File: src/rtl/rms_pkg.sv
// Shared types and default sizing for the RMS sliding-window datapath.
package rms_pkg;

    localparam int WIDTH_DEF   = 16;
    localparam int WINDOW_DEF  = 64;
    localparam int PTRBITS_DEF = $clog2(WINDOW_DEF);
    localparam int ACCW_DEF    = 2 * WIDTH_DEF + PTRBITS_DEF;

    typedef enum logic [1:0] {
        FILL   = 2'd0,
        STEADY = 2'd1,
        SUB    = 2'd2,
        DRAIN  = 2'd3
    } rms_state_t;

endpackage

File: src/rtl/rms_window_ctrl_square.sv
// Combinational signed square; the result is non-negative and fits 2*WIDTH bits unsigned.
module rms_square
    import rms_pkg::*;
#(
    parameter int WIDTH = WIDTH_DEF
) (
    input  logic signed [WIDTH-1:0]   x,
    output logic        [2*WIDTH-1:0] sq
);

    logic signed [2*WIDTH-1:0] x_ext;
    logic signed [2*WIDTH-1:0] prod;

    // Largest magnitude is (-2^(WIDTH-1))^2 = 2^(2*WIDTH-2), so the sign bit stays clear.
    assign x_ext = {{WIDTH{x[WIDTH-1]}}, x};
    assign prod  = x_ext * x_ext;
    assign sq    = prod;

endmodule

File: src/rtl/rms_window_ctrl.sv
// Sliding-window sum-of-squares controller; sequences an external fifo as a WINDOW-deep delay line.
module rms_window_ctrl
    import rms_pkg::*;
#(
    parameter int WIDTH   = WIDTH_DEF,
    parameter int WINDOW  = WINDOW_DEF,
    parameter int PTRBITS = $clog2(WINDOW),
    parameter int ACCW    = 2 * WIDTH + PTRBITS
) (
    input  logic                    clk,
    input  logic                    rst,
    input  logic                    sample_valid,
    input  logic signed [WIDTH-1:0] sample_in,
    output logic                    sample_ready,
    input  logic                    flush,
    output logic                    fifo_write,
    output logic                    fifo_read,
    output logic        [WIDTH-1:0] fifo_datain,
    input  logic signed [WIDTH-1:0] fifo_dataout,
    input  logic                    fifo_full,
    input  logic                    fifo_empty,
    output logic        [ACCW-1:0]  sumsq,
    output logic                    sumsq_valid,
    output logic                    window_full
);

    localparam logic [PTRBITS:0] CNT_LAST = (PTRBITS + 1)'(WINDOW - 1);

    rms_state_t              state;
    rms_state_t              state_nx;
    logic [PTRBITS:0]        count;
    logic                    flush_pend;
    logic signed [WIDTH-1:0] hold;
    logic signed [WIDTH-1:0] sq_new_in;
    logic [2*WIDTH-1:0]      sq_new;
    logic [2*WIDTH-1:0]      sq_old;
    logic                    accept;

    function automatic logic [ACCW-1:0] widen(input logic [2*WIDTH-1:0] v);
        return ACCW'(v);
    endfunction

    rms_square #(.WIDTH(WIDTH)) u_sq_new (
        .x  (sq_new_in),
        .sq (sq_new)
    );

    rms_square #(.WIDTH(WIDTH)) u_sq_old (
        .x  (fifo_dataout),
        .sq (sq_old)
    );

    assign accept = sample_valid && sample_ready;

    always_comb begin
        state_nx     = state;
        sample_ready = 1'b0;
        fifo_write   = 1'b0;
        fifo_read    = 1'b0;
        fifo_datain  = sample_in;
        sq_new_in    = sample_in;
        case (state)
            FILL: begin
                sample_ready = !flush && !flush_pend && !fifo_full;
                if (flush || flush_pend) begin
                    state_nx = DRAIN;
                end else if (sample_valid && sample_ready) begin
                    fifo_write = 1'b1;
                    if (count == CNT_LAST) state_nx = STEADY;
                end
            end
            STEADY: begin
                sample_ready = !flush && !flush_pend;
                if (flush || flush_pend) begin
                    state_nx = DRAIN;
                end else if (sample_valid && sample_ready) begin
                    // Window is full: evict the oldest now, its data arrives next cycle.
                    fifo_read = 1'b1;
                    state_nx  = SUB;
                end
            end
            SUB: begin
                fifo_write  = 1'b1;
                fifo_datain = hold;
                sq_new_in   = hold;
                state_nx    = (flush || flush_pend) ? DRAIN : STEADY;
            end
            DRAIN: begin
                fifo_read = !fifo_empty;
                if (fifo_empty) state_nx = FILL;
            end
            default: state_nx = FILL;
        endcase
    end

    always_ff @(posedge clk) begin
        if (rst) begin
            state       <= FILL;
            sumsq       <= '0;
            sumsq_valid <= 1'b0;
            window_full <= 1'b0;
            count       <= '0;
            flush_pend  <= 1'b0;
            hold        <= '0;
        end else begin
            state       <= state_nx;
            sumsq_valid <= 1'b0;
            case (state)
                FILL: begin
                    if (accept) begin
                        sumsq <= sumsq + widen(sq_new);
                        count <= count + 1'b1;
                        if (count == CNT_LAST) begin
                            window_full <= 1'b1;
                            sumsq_valid <= 1'b1;
                        end
                    end
                end
                STEADY: begin
                    if (accept) hold <= sample_in;
                end
                SUB: begin
                    sumsq       <= sumsq - widen(sq_old) + widen(sq_new);
                    sumsq_valid <= 1'b1;
                    flush_pend  <= flush_pend || flush;
                end
                DRAIN: begin
                    sumsq       <= '0;
                    count       <= '0;
                    window_full <= 1'b0;
                    if (fifo_empty) flush_pend <= 1'b0;
                end
                default: ;
            endcase
        end
    end

endmodule

File: config.mk
export PLATFORM = sky130hd
export DESIGN_NAME = rms_window_ctrl
export DESIGN_NICKNAME = d
export VERILOG_FILES = /design/src/rtl/rms_pkg.sv /design/src/rtl/rms_window_ctrl_square.sv /design/src/rtl/rms_window_ctrl.sv
export SDC_FILE = /design/constraint.sdc
export NUM_CORES = 2
export LEC_CHECK = 0
export CAP_MARGIN = 20
export CORE_UTILIZATION = 40
export DETAILED_ROUTE_END_ITERATION = 10
export PLACE_DENSITY = 0.52
export SYNTH_ARGS = -nofsm -noshare
export SYNTH_HDL_FRONTEND = slang
export SYNTH_HIERARCHICAL = 1
export SYNTH_SLANG_ARGS = --single-unit
File: constraint.sdc
create_clock -name clk -period 15.75 [get_ports clk]
set_input_delay 3.9375 -clock clk [delete_from_list [all_inputs] [get_ports clk]]
set_output_delay 3.9375 -clock clk [all_outputs]
set_load 0.01 [all_outputs]
# Word-level counts from Yosys, hierarchy flattened
# Index checks and enable logic that the tools add are counted.
[word_totals] elab_cells=71 output_inout_bits=59 ramBits=0 latchBits=0 memories=0 register_bits=66 rom_bits=0 inputBits=38
[op_classes] n_reduce_logical=20 n_eq_ne=10 mul=2 add_sub_neg=4 magnitude_cmp=0 muxes=28 shifts=0 div_mod_pow=0 bitwise=0
[ops] operator="$pmux W38 S3" count=1
[ops] operator="$add A38 B32 Y38" count=2
[ops] operator="$mul A16 B16 Y32" count=2
[ops] operator="$mux W38" count=1
[ops] operator="$sub A38 B32 Y38" count=1
[ops] operator="$mux W16" count=1
[ops] operator="$mux W2" count=7
[ops] operator="$pmux W7 S2" count=1
[ops] operator="$pmux W1 S2" count=6
[ops] operator="$mux W1" count=9
[ops] operator="$ne A3 B3 Y1 const B" count=3
[ops] operator="$pmux W2 S4" count=1
[ops] operator="$reduce_and A2 Y1" count=4
[ops] operator="$add A7 B1 Y7 const B" count=1
[ops] operator="$eq A7 B6 Y1 const B" count=1
[ops] operator="$mux W7" count=1
[ops] operator="$ne A2 B2 Y1 const B" count=3
[ops] operator="$logic_and A1 B1 Y1" count=5
[ops] operator="$eq A2 B2 Y1 const B" count=2
[ops] operator="$logic_not A1 Y1" count=4
[ops] operator="$reduce_and A4 Y1" count=1
[ops] operator="$reduce_bool A2 Y1" count=2
[ops] operator="$reduce_and A3 Y1" count=1
[ops] operator="$reduce_bool A3 Y1" count=1
[ops] operator="other kinds (3)" count=3

# Logic depth before layout (Yosys ltp)
[depth] depth_word=7 mapped_depth=46 mapped_depth_nobuf=40

# Hierarchy
# Netlist, hierarchy kept.
[by_module_without_submodules] module="rms_square at u_sq_new" seq_area_each_um2=0.0 area_per_inst_um2=9160.0 cells_per_inst=1032 instances=1
[by_module_without_submodules] module="rms_square at u_sq_old" seq_area_each_um2=0.0 area_per_inst_um2=8943.6 cells_per_inst=994 instances=1
[by_module_without_submodules] module="rms_window_ctrl" seq_area_each_um2=1321.3 area_per_inst_um2=7838.8 cells_per_inst=1100 instances=1

# Least setup slack after synthesis
# OpenSTA, ideal clock, no wires.
[synth_path] kind="in2reg" startpoint="in sample_in[5]" endpoint="reg sumsq[34]" t_required_ns=15.626 path_buffers=3 path_stages=39 arrival_time_ns=12.263 slack_ns=3.364 setup_ns=0.124 path_cell_list="nand2_1 > nand2_1 > clkbuf_1 > clkbuf_1 > nand2_1 > fa_1 > inv_1 > fa_1 > inv_1 > fa_1 > fa_1 > inv_1 > fa_1 > inv_1 > fa_1 > inv_1 > ha_1 > a21o_1 > [... 3 more ...] > nor2_1 > a41oi_1 > nor2b_1 > xnor2_1 > inv_1 > fa_1 > inv_1 > ha_1 > clkbuf_1 > a21oi_1 > nand2_1 > a21o_1 > a21o_1 > a21oi_1 > o21ai_1 > o31ai_1 > xor2_1 > o22ai_1"
[synth_between] elab_chain_cells=5 elab_cells_between_ends=6 classes_between="add/sub (2); mul (1); mux (3)"
[synth_lines] item="start, declared" line="rms_window_ctrl.sv:13" source="input logic signed [WIDTH-1:0] sample_in,"
[synth_lines] item="$mux W16 (*)"
[synth_lines] item="net fifo_datain[5]" line="rms_window_ctrl.sv:18" source="output logic [WIDTH-1:0] fifo_datain,"
[synth_lines] item="$mul A16 B16 Y32 (*)" line="rms_window_ctrl_square.sv:16" source="assign prod = x_ext * x_ext;"
[synth_lines] item="net sq_new[28]" line="rms_window_ctrl.sv:35" source="logic [2*WIDTH-1:0] sq_new;"
[synth_lines] item="$add A38 B32 Y38" line="rms_window_ctrl.sv:111" source="sumsq <= sumsq + widen(sq_new);"
[synth_lines] item="$mux W38" line="rms_window_ctrl.sv:110" source="if (accept) begin"
[synth_lines] item="$pmux W38 S3 (*)" line="rms_window_ctrl.sv:108" source="case (state)"
[synth_lines] item="end signal, assigned" line="rms_window_ctrl.sv:111"
[synth_lines] item="end signal, assigned" line="rms_window_ctrl.sv:123" source="sumsq <= sumsq - widen(sq_old) + widen(sq_new);"
[synth_lines] item="end, declared" line="rms_window_ctrl.sv:22" source="output logic [ACCW-1:0] sumsq,"
# The timed path passes the listed nets; every way through them passes the cells marked *. The select of a mux whose other input is x is not followed.
# A chain may end at the register's enable or synchronous reset.

# Final worst setup path
[layout_path] startpoint="in sample_in[15]" endpoint="reg sumsq[34]"
[layout_between] elab_chain_cells=5 elab_cells_between_ends=6 classes_between="add/sub (2); mul (1); mux (3)"
[layout_lines] item="$mux W16 (*)" line="rms_window_ctrl.sv:62" source="case (state)"
[layout_lines] item="$mul A16 B16 Y32 (*)" line="rms_window_ctrl_square.sv:16"
[layout_lines] item="net sq_new[24]" line="rms_window_ctrl.sv:35"
[layout_lines] item="$add A38 B32 Y38" line="rms_window_ctrl.sv:111"
[layout_lines] item="$mux W38" line="rms_window_ctrl.sv:110"
[layout_lines] item="$pmux W38 S3 (*)" line="rms_window_ctrl.sv:108"
# Marked as above.

==> results.json <==
{
  "drtAntennaViolNets": 0,
  "area_delta_synth_final_pct": 7.68,
  "route.detailed.drc": 0,
  "ff_latch_area_um2": 1320,
  "synthTopCellsByCount": "834 x inv_1, 500 x fa_1, 337 x nand2_1, 253 x ha_1, 174 x a21oi_1",
  "cts_resized": 0,
  "cp.arrival_ps": 13870,
  "tns_ps": 0,
  "dominantRegCellSynth": "dfxtp_1",
  "port-buffer-count": 96,
  "yosysMostFrequentCell": "inv_1",
  "clkSinkCount": 66,
  "via_per_inst": 5.01,
  "grt_pass1_vias": 21600,
  "yosysTopAreaCell": "fa_1",
  "min_period_over_period": 0.865,
  "finalWorstSetupSlack_ps": 2120,
  "grt_max_degree": 53,
  "clock-root-buffer": "clkbuf_16",
  "syn_nets": 3917,
  "synth_cell_types": 90,
  "drive_gt1_frac": 0.0231,
  "use_met2": 0.366,
  "start_util": 0.408,
  "critPathRequiredTime_ps": 15990,
  "end_kind": "flip-flop",
  "status": "finished clean",
  "clk_path_buf_depth": 2,
  "met3_usage": 0.0211,
  "synth_top_area_share": 0.386,
  "vias": 20100,
  "die_area_um2": 65900,
  "multi_input_area_um2": 21000,
  "grt_pass1_wl_um": 117000,
  "avgSynthCellArea_um2": 8.30,
  "dp_cells": 3989,
  "finalMaxSlewViolations": 0,
  "synth_edf_count": 0,
  "rows": 92,
  "wirelength_um": 70300,
  "insertedDiodeCount": 0,
  "synth_area_um2": 25900,
  "clk_pin_slew_ps": 70,
  "fin_cells": 4005,
  "crit_slowest_cell": "fa_1",
  "wl_per_cell_um": 17.6,
  "use_met1": 0.324,
  "busiest_layer": "met2",
  "hold_path_class": "flip-flop to flip-flop",
  "drt_iter0_drc": 1177,
  "worstPathMaxFanout": 22,
  "synth_area_leaders": "fa_1 39%, ha_1 12%, inv_1 12%, dfxtp_1 5.1%, nand2_1 4.9%",
  "htreeDepth": 3,
  "grt_overflow_total": 0,
  "rsz0062_at_grt": "false",
  "pin_count": 97,
  "syn_inst": 3126,
  "clk_latency_ps": 380,
  "max_slew_margin": 0.325,
  "fill_cells": 6503,
  "synthArstFlopShare": 0,
  "critical_path_class": "input port to flip-flop",
  "max_stage_delay_ps": 590,
  "skew_ps": 16.1,
  "antenna_found_initial": 0,
  "cts_made_buffers": 9,
  "core_area_um2": 63500,
  "dr.pass1.iters": 7,
  "crit_path_start_kind": "input port",
  "hold_viol_final": 0,
  "dieHeight_um": 257,
  "nets": 3945,
  "ys_seq_elements": 66,
  "maxCapViolCount": 0,
  "dpl_worst_slack_ps": 1850,
  "fmax_mhz": 73.4,
  "cts_hold_buffers": 0,
  "tightest_slew_ps": 1010,
  "die_x_um": 257,
  "grt_usage": 0.224,
  "ys_seq_area_frac": 0.0509,
  "cts_setup_buffers": 0,
  "place.gp.congestion": 0.932,
  "dp_hpwl_um": 60000,
  "ys_warn_count": 6,
  "setup_viol_count_final": 0,
  "tritoncts": "built",
  "min_period_ps": 13630
}
## path summary, 6_finish.rpt
kind	from	end	slack [ps]	cells after the start
max	sample_in[15]	sumsq[34]$_SDFFE_PP0P_	2120	38
min	hold[4]$_SDFFE_PP0P_	hold[4]$_SDFFE_PP0P_	450	2
max reg2reg	state[1]$_SDFFE_PP0P_	sumsq[34]$_SDFFE_PP0P_	4420	40
min reg2reg	hold[4]$_SDFFE_PP0P_	hold[4]$_SDFFE_PP0P_	450	2
## cell families after synthesis
kind of cell               after synthesis  synth area share
AOI/OAI and AO/OA                      470             0.116
xor gates and xnor gates               156            0.0527
adders and majority gates              753             0.508
buffers and inverters                  932             0.139
DFF                                     66            0.0509
muxes                                    3           0.00121
other                                    2          0.000289
and+or+nand+nor                        744             0.132
## flip-flops by register name, summed over array words and instances, names as in the netlist
register	flops
sumsq_valid	1
window_full	1
hold	16
sumsq	38
flush_pend	1
count	7
state	2
## critical path, delay by kind of cell
| kind | cells | cell delay [ps] |
|---|---|---|
| buffers and inverters | 9 | 1650 |
| AO/OA/AOI/OAI | 10 | 2160 |
| AND/OR/NAND/NOR | 8 | 1400 |
| XOR/XNOR | 2 | 390 |
| adder cells (fa/ha/maj) | 9 | 4280 |
## placed cells by master (no fill, tap or decap), types with 12 or more instances in the layout
cell and instances:
inv_1 834, fa_1 500, nand2_1 337, ha_1 253, a21oi_1 174, nor2_1 139
xnor2_1 114, clkdlybuf4s50_1 95, and2_1 93, dfxtp_1 66, o21ai_0 46, a21o_1 42
xor2_1 42, nand3_1 36, o21ai_1 35, nor3_1 25, nand4_1 21, nand2b_1 21
o21bai_1 21, a211oi_1 17, buf_4 17, and3_1 15, nor2b_1 15, o211ai_1 12
## area by class of cell
| type | instances | share of cell area |
|---|---|---|
| clock buffer | 10 | 0.00856 |
| tap | 846 | 0.0379 |
| timing repair buffer | 113 | 0.0388 |
| inverter | 836 | 0.112 |
| clock inverter | 6 | 0.00233 |
| multi-input combinational | 2128 | 0.753 |
| sequential | 66 | 0.0473 |
## routing by layer
metal / vias to the layer above / routed length [um]
li1: 9643 / -
met3: 48 / 2440
met4: 0 / 1140
met5: - / 0
met2: 350 / 33000
met1: 10000 / 33800
## through the flow
stage	area, um2	util	hold WS, ps
final	27900	0.440	453
after global routing	27900	0.440	471
after CTS	27900	0.440	456
after detailed placement	27600	0.435	448
after global placement	27600	0.435	441
after floorplan	25900	-	437
Power is not shown: default switching activity piles up to over one toggle a cycle in this logic, so the estimate is an artifact.
